`config.mk`:
```
export PLATFORM = sky130hd
export DESIGN_NAME = muldiv_ctrl
export DESIGN_NICKNAME = d
export VERILOG_FILES = /design/src/rtl/muldiv_ctrl_pkg.sv /design/src/rtl/muldiv_ctrl_step.sv /design/src/rtl/muldiv_ctrl.sv
export SDC_FILE = /design/constraint.sdc
export NUM_CORES = 1
export LEC_CHECK = 0
export BUFFER_PORTS_ARGS = -buffer_cell sky130_fd_sc_hd__clkbuf_2
export CAP_MARGIN = 20
export CORE_MARGIN = 2
export CORE_UTILIZATION = 50
export CTS_BUF_LIST = sky130_fd_sc_hd__clkbuf_16
export DETAILED_ROUTE_END_ITERATION = 16
export HOLD_SLACK_MARGIN = 0.1
export PLACE_DENSITY = 0.74
export RECOVER_POWER = 25
export SLEW_MARGIN = 15
export SYNTH_ARGS = -nofsm -noshare
export SYNTH_HDL_FRONTEND = slang
export SYNTH_SLANG_ARGS = --single-unit
export TNS_END_PERCENT = 1
```
`constraint.sdc`:
```
create_clock -name clk -period 7.8 [get_ports clk]
set_input_delay 1.17 -clock clk [delete_from_list [all_inputs] [get_ports clk]]
set_output_delay 1.17 -clock clk [all_outputs]
set_load 0.03 [all_outputs]
```
`src/rtl/muldiv_ctrl_pkg.sv`:
```
// Shared types, funct codes and FSM encodings for the multiply/divide sequencer.
// Optional macro MULDIV_FAST_MUL_EN selects a single-cycle multiplier in muldiv_ctrl.
package muldiv_ctrl_pkg;

  typedef logic [5:0]  u6;
  typedef logic [31:0] u32;
  typedef logic [63:0] u64;

  localparam u6 F6_MFHI  = 6'b010000;
  localparam u6 F6_MTHI  = 6'b010001;
  localparam u6 F6_MFLO  = 6'b010010;
  localparam u6 F6_MTLO  = 6'b010011;
  localparam u6 F6_MULT  = 6'b011000;
  localparam u6 F6_MULTU = 6'b011001;
  localparam u6 F6_DIV   = 6'b011010;
  localparam u6 F6_DIVU  = 6'b011011;

  typedef logic [1:0] muldiv_state_t;
  localparam muldiv_state_t ST_IDLE = 2'd0;
  localparam muldiv_state_t ST_MUL  = 2'd1;
  localparam muldiv_state_t ST_DIV  = 2'd2;
  localparam muldiv_state_t ST_FIX  = 2'd3;

  // Magnitude of a two's-complement value when treated as signed.
  function automatic u32 mag32(input u32 v, input logic is_signed);
    return (is_signed && v[31]) ? u32'(-v) : v;
  endfunction

endpackage

```
`src/rtl/muldiv_ctrl_step.sv`:
```
// One combinational iteration: shift-add multiply step or restoring divide step.
// Accumulator layout: mul {partial product, multiplier}; div {remainder, dividend/quotient}.
module muldiv_step
  import muldiv_ctrl_pkg::*;
(
  input  logic mode_div,
  input  u64   acc,
  input  u32   operand,
  output u64   acc_next,
  output logic q_bit
);

  logic [32:0] sum;
  logic [32:0] rem_sh;
  logic [32:0] diff;

  always_comb begin
    sum      = {1'b0, acc[63:32]} + {1'b0, (acc[0] ? operand : 32'd0)};
    rem_sh   = acc[63:31];
    diff     = rem_sh - {1'b0, operand};
    q_bit    = 1'b0;
    acc_next = '0;
    if (mode_div) begin
      // rem_sh < 2*operand, so a clear borrow bit means the subtract fits in 32 bits
      q_bit    = ~diff[32];
      acc_next = {(q_bit ? diff[31:0] : rem_sh[31:0]), acc[30:0], q_bit};
    end else begin
      acc_next = {sum, acc[31:1]};
    end
  end

endmodule

```
`src/rtl/muldiv_ctrl.sv`:
```
// Multi-cycle MULT/MULTU/DIV/DIVU/MTHI/MTLO sequencer owning HI/LO.
// Define MULDIV_FAST_MUL_EN to replace the 32-step multiply with a single-cycle product.
module muldiv_ctrl
  import muldiv_ctrl_pkg::*;
(
  input  logic clk,
  input  logic reset,
  input  logic req_valid,
  output logic req_ready,
  input  u6    funct,
  input  u32   src_a,
  input  u32   src_b,
  input  logic flush,
  output logic busy,
  output logic done,
  output u32   hi,
  output u32   lo
);

  muldiv_state_t state_q, state_d;
  logic [4:0]    cnt_q, cnt_d;
  u64            acc_q, acc_d;
  u32            opnd_q, opnd_d;
  logic          negq_q, negq_d, negr_q, negr_d;
  logic          is_div_q, is_div_d, dz_q, dz_d, done_q, done_d;
  u32            hi_q, hi_d, lo_q, lo_d;
`ifdef MULDIV_FAST_MUL_EN
  logic          sgn_q, sgn_d;
  u64            ext_a, ext_b, mul_res;
`else
  u64            mul_res;
`endif

  u64   step_acc;
  logic step_q;
  u32   quo, rem;
  logic is_mul_f, is_div_f, is_sgn, accept;

  assign req_ready = (state_q == ST_IDLE);
  assign busy      = (state_q != ST_IDLE);
  assign done      = done_q;
  assign hi        = hi_q;
  assign lo        = lo_q;

  muldiv_step u_step (
    .mode_div (state_q == ST_DIV),
    .acc      (acc_q),
    .operand  (opnd_q),
    .acc_next (step_acc),
    .q_bit    (step_q)
  );

  always_comb begin
    is_mul_f = (funct == F6_MULT) || (funct == F6_MULTU);
    is_div_f = (funct == F6_DIV)  || (funct == F6_DIVU);
    is_sgn   = (funct == F6_MULT) || (funct == F6_DIV);
    accept   = req_valid && req_ready && !flush &&
               (is_mul_f || is_div_f || funct == F6_MTHI || funct == F6_MTLO);

`ifdef MULDIV_FAST_MUL_EN
    // Raw operands sit in acc; sign- or zero-extend and keep the low 64 bits.
    ext_a   = sgn_q ? {{32{acc_q[63]}}, acc_q[63:32]} : {32'd0, acc_q[63:32]};
    ext_b   = sgn_q ? {{32{acc_q[31]}}, acc_q[31:0]}  : {32'd0, acc_q[31:0]};
    mul_res = ext_a * ext_b;
    sgn_d   = sgn_q;
`else
    mul_res = negq_q ? u64'(-acc_q) : acc_q;
`endif
    quo = negq_q ? u32'(-acc_q[31:0])  : acc_q[31:0];
    rem = negr_q ? u32'(-acc_q[63:32]) : acc_q[63:32];

    state_d  = state_q;
    cnt_d    = cnt_q;
    acc_d    = acc_q;
    opnd_d   = opnd_q;
    negq_d   = negq_q;
    negr_d   = negr_q;
    is_div_d = is_div_q;
    dz_d     = dz_q;
    hi_d     = hi_q;
    lo_d     = lo_q;
    done_d   = 1'b0;

    case (state_q)
      ST_IDLE: begin
        if (accept) begin
          cnt_d  = '0;
          acc_d  = {32'd0, mag32(src_a, is_sgn)};
          opnd_d = mag32(src_b, is_sgn);
          negq_d = is_sgn && (src_a[31] ^ src_b[31]);
          negr_d = is_sgn && src_a[31];
          if (funct == F6_MTHI) begin
            hi_d = src_a;
          end else if (funct == F6_MTLO) begin
            lo_d = src_a;
          end else if (is_mul_f) begin
            is_div_d = 1'b0;
            dz_d     = 1'b0;
`ifdef MULDIV_FAST_MUL_EN
            acc_d   = {src_a, src_b};
            sgn_d   = is_sgn;
            state_d = ST_FIX;
`else
            state_d = ST_MUL;
`endif
          end else begin
            is_div_d = 1'b1;
            dz_d     = (src_b == 32'd0);
            state_d  = (src_b == 32'd0) ? ST_FIX : ST_DIV;
          end
        end
      end
      ST_MUL, ST_DIV: begin
        acc_d = (state_q == ST_DIV) ? {step_acc[63:1], step_q} : step_acc;
        cnt_d = cnt_q + 5'd1;
        if (cnt_q == 5'd31) state_d = ST_FIX;
      end
      default: begin
        state_d = ST_IDLE;
        done_d  = 1'b1;
        if (is_div_q) begin
          if (!dz_q) begin
            hi_d = rem;
            lo_d = quo;
          end
        end else begin
          {hi_d, lo_d} = mul_res;
        end
      end
    endcase

    // A flush abandons the op without touching HI/LO.
    if (flush && state_q != ST_IDLE) begin
      state_d = ST_IDLE;
      cnt_d   = '0;
      done_d  = 1'b0;
      hi_d    = hi_q;
      lo_d    = lo_q;
    end
  end

  always_ff @(posedge clk) begin
    if (reset) begin
      state_q  <= ST_IDLE;
      cnt_q    <= '0;
      acc_q    <= '0;
      opnd_q   <= '0;
      negq_q   <= 1'b0;
      negr_q   <= 1'b0;
      is_div_q <= 1'b0;
      dz_q     <= 1'b0;
      done_q   <= 1'b0;
      hi_q     <= '0;
      lo_q     <= '0;
`ifdef MULDIV_FAST_MUL_EN
      sgn_q    <= 1'b0;
`endif
    end else begin
      state_q  <= state_d;
      cnt_q    <= cnt_d;
      acc_q    <= acc_d;
      opnd_q   <= opnd_d;
      negq_q   <= negq_d;
      negr_q   <= negr_d;
      is_div_q <= is_div_d;
      dz_q     <= dz_d;
      done_q   <= done_d;
      hi_q     <= hi_d;
      lo_q     <= lo_d;
`ifdef MULDIV_FAST_MUL_EN
      sgn_q    <= sgn_d;
`endif
    end
  end

endmodule

```
==> summary.md <==
| Metric | Value |
|---|---|
| Max Cap Viol | 0 |
| Die X | 175 µm |
| Commonest non-fill, non-tap cell in the layout | nand2_1 |
| Power per standard cell area | 234 nW/µm² |
| Sequence of cells on the critical path | inv_1, ha_1, fa_1, nand2b_1, a21oi_1, o21ai_0, a211oi_1, o31ai_1, o21a_1, xnor2_2, buf_4, mux2_2, o221ai_1 |
| CTS H-tree lvls | 4 |
| Clk_lat worst skew | 0.45 ns |
| Hold Crit Start | hi[27] |
| RSZ-0062 raised after global routing | no |
| Hold Fails Final Rpt | 0 |
| Clk slew on worst S/H paths | 0.08 ns |
| Buffer and inverter count on the worst path | 2 |
| WL met3 | 3370 µm |
| Outcome | complete, no violations |
| Worst EP required | 8.15 ns |
| FP Rows | 62 |
| Post-synth top flop | dfxtp_1 |
| CTS tree | built |
| Crit-path leading delay family | compound AO/OA/AOI/OAI gates |
| Root Buffer Master | clkbuf_16 |
| Inserted Clock Buffers | 17 |
| Slowest CP cell | a211oi_1 |
| Final period util | 58.7% |
| Yosys reg bits | 172 |
| GRT overflow | 0 |
| Slew at the pin with the worst max-slew slack | 1.09 ns |
| WL met1 | 20300 µm |
| IO buf count | 140 |
| Hold path cells | 2 |
| Final Instance Area | 16000 µm² |
| Seq/Total Area, Yosys | 23.6% |
| Postcts setup bufs | 0 |
| Synthesized instance count | 2017 |
| Pleak | 0.00630 µW |
| Largest net degree at the start of global routing | 69 |
| Worst vdd ir | 0.000183 V |
| Total clock sinks | 172 |
| Share of layout cells above drive strength 1 | 7.94% |
| Antenna-violating nets left | 0 |
| Final worst path period need | 4.58 ns |
| Core area | 28700 µm² |
| Reg-to-reg startpoint | acc_q[31] |
| WS Path Type | reg2reg |
| Path depth of the worst reg2reg path | 13 |
| N_diodes | 0 |
| GP Congestion | 0.952 |
| Setup TNS | 0 ns |
| Max FO, Critical Path | 25 |
| Finished Core Util | 55.6% |
| Critical Path AT | 4.92 ns |
| Vias in the first global route | 14500 |
| First-pass GRT wire length | 77600 µm |
| Vias | 15500 |
| Post-synthesis compound-gate area fraction | 27.4% |
| 1st-iter DRT viols | 1382 |
| Number of flops mapped to enable cells by yosys | 0 |
| Synth Area in XOR/XNOR | 10.3% |
| CTS hold repair buffers | 0 |
| Post_cts resized | 0 |
| Synth warnings | 0 |
| Slew HR | 27.5% |
| Chip height | 175 µm |
| P&R area growth vs syn | 9.41% |
| Crit start category | flop |
| Top Ports | 141 |
| Total GRT Usage | 31.5% |
| Critical path depth | 13 |
| Residual DRC | 0 |
| DP HPWL | 37100 µm |
| DRT Wirelength | 49300 µm |
| Largest family of logic cells by synthesized area | compound AO/OA/AOI/OAI gates |
| Initial antenna violation count | 0 |
| Worst Hold Class | reg2reg |
| Final Max Tran Viols | 0 |
| DR top layer | met4 |
| Most frequent cells in the layout | nand2_1, a21oi_1, nor2_1 |
| Clock buffer depth | 2 |
| Total power | 3730 µW |
| Met2 WL post-DR | 23000 µm |
| Starting Density | 50.8% |
| WL/cell | 20.0 µm |
| Critical path's largest stage delay | 0.66 ns |
| Synthesized net count | 2166 |
| CP Capture Type | flop |
| Critical Path Source | acc_q[31] |
| Post-synthesis cell area | 14600 µm² |
| Layout Nets | 2214 |
| Final setup vio count | 0 |
| Async SR Flop Fraction | 0% |
| Synth cell types | 74 |
| Peak Freq | 218 MHz |
| Post-Synth Adder-Cell Area | 6.54% |
| Layout Skew | 0.0231 ns |
| Avg Synthesized Cell Area | 7.23 µm² |
| Die area | 30600 µm² |
| Synth Area in Simple Gates | 22.1% |
| Multiplexer share of the synthesized area | 4.54% |
| Pre-antenna DRT Iters | 6 |
| Drt via density | 6.28 |
| Post-placement cell area | 15500 µm² |
==> registers in the layout, indices dropped and copies added (netlist names) <==
register / count
negq_q: 1
cnt_q: 5
is_div_q: 1
hi: 32
acc_q: 64
lo: 32
dz_q: 1
negr_q: 1
opnd_q: 32
done: 1
state_q: 2
==> per-layer routing <==
metal / vias up / global-route usage [%]
met1: 7212 / 39.8
met3: 149 / 3.61
met5: - / 0
met4: 0 / 17.0
met2: 759 / 52.5
li1: 7337 / -
==> logic make-up (layout without fill, tap and decap cells) <==
group                    count (synthesis)  in the layout
XOR/XNOR                               171            171
AND/OR/NAND/NOR                        690            690
AO/OA/AOI/OAI                          635            635
multiplexers                            66             66
adder cells (fa/ha/maj)                 75             75
buffers and inverters                  208            268
flip-flops                             172            172
==> power breakdown <==
part / switching (µW) / leakage (µW) / internal [µW]
clock: 433 / 0.000275 / 426
sequential: 98.3 / 0.00139 / 1010
combinational: 1270 / 0.00463 / 502
==> final cells by class <==
type / instances / area [µm²]
Fill cell: 2792 / 12700
Multi-Input combinational cell: 1637 / 10400
Sequential cell: 172 / 3440
Timing Repair Buffer: 161 / 787
Tap cell: 384 / 480
Clock buffer: 17 / 425
Inverter: 76 / 285
Clock inverter: 14 / 150
==> Yosys cell counts, types with 4 or more instances <==
library cell | number | share of area [%]
a21oi_1 | 193 | 6.6
nand4_1 | 13 | 0.56
dfxtp_1 | 172 | 24
a31oi_1 | 18 | 0.77
o21bai_1 | 10 | 0.51
o21a_1 | 5 | 0.26
nand3b_1 | 6 | 0.31
a211oi_1 | 42 | 2.2
and2_1 | 9 | 0.39
nor2b_1 | 13 | 0.56
and3_1 | 15 | 0.64
o31a_1 | 4 | 0.24
buf_1 | 5 | 0.13
inv_1 | 74 | 1.9
nor3_1 | 39 | 1.3
nand2_1 | 264 | 6.8
nand3_1 | 38 | 1.3
ha_1 | 73 | 6.3
or4_1 | 11 | 0.57
a311oi_1 | 6 | 0.36
o21ai_0 | 143 | 4.9
or3_1 | 20 | 0.86
buf_2 | 6 | 0.21
or2_2 | 11 | 0.47
clkbuf_1 | 119 | 3.1
a2bb2oi_1 | 5 | 0.30
o211ai_1 | 67 | 3.4
o221ai_1 | 4 | 0.24
o2111ai_1 | 4 | 0.24
mux2i_1 | 65 | 4.5
a21o_1 | 34 | 1.7
o31ai_1 | 26 | 1.3
xnor2_1 | 97 | 5.8
a22oi_1 | 31 | 1.6
o41ai_1 | 15 | 0.90
xor2_1 | 74 | 4.4
nor2_1 | 176 | 4.5
nor4_1 | 18 | 0.77
nand2b_1 | 39 | 1.7
==> through the flow <==
| step | hold WS [ns] | cells | worst slack (ns) |
|---|---|---|---|
| 4_1_cts | 0.452 | 2461 | 3.37 |
| 3_5_place_dp | 0.439 | 2430 | 3.24 |
| 2_1_floorplan | 0.432 | 2017 | 3.96 |
| 5_1_grt | 0.473 | 2461 | 3.11 |
| 3_3_place_gp | 0.433 | 2430 | 3.30 |
| 6_report | 0.446 | 2461 | 3.22 |
==> worst min-delay path, delay by kind of cell, from the launching register on <==
family / cells / cell delay [ns]
flops: 1 / 0.31
simple gates: 2 / 0.09
==> worst paths after layout <==
kind / to / slack, ns
max: acc_q[32] / 3.22
min: hi[27] / 0.45
max reg2reg: acc_q[32] / 3.22
min reg2reg: hi[27] / 0.45
(Power assumes the default switching activity.)
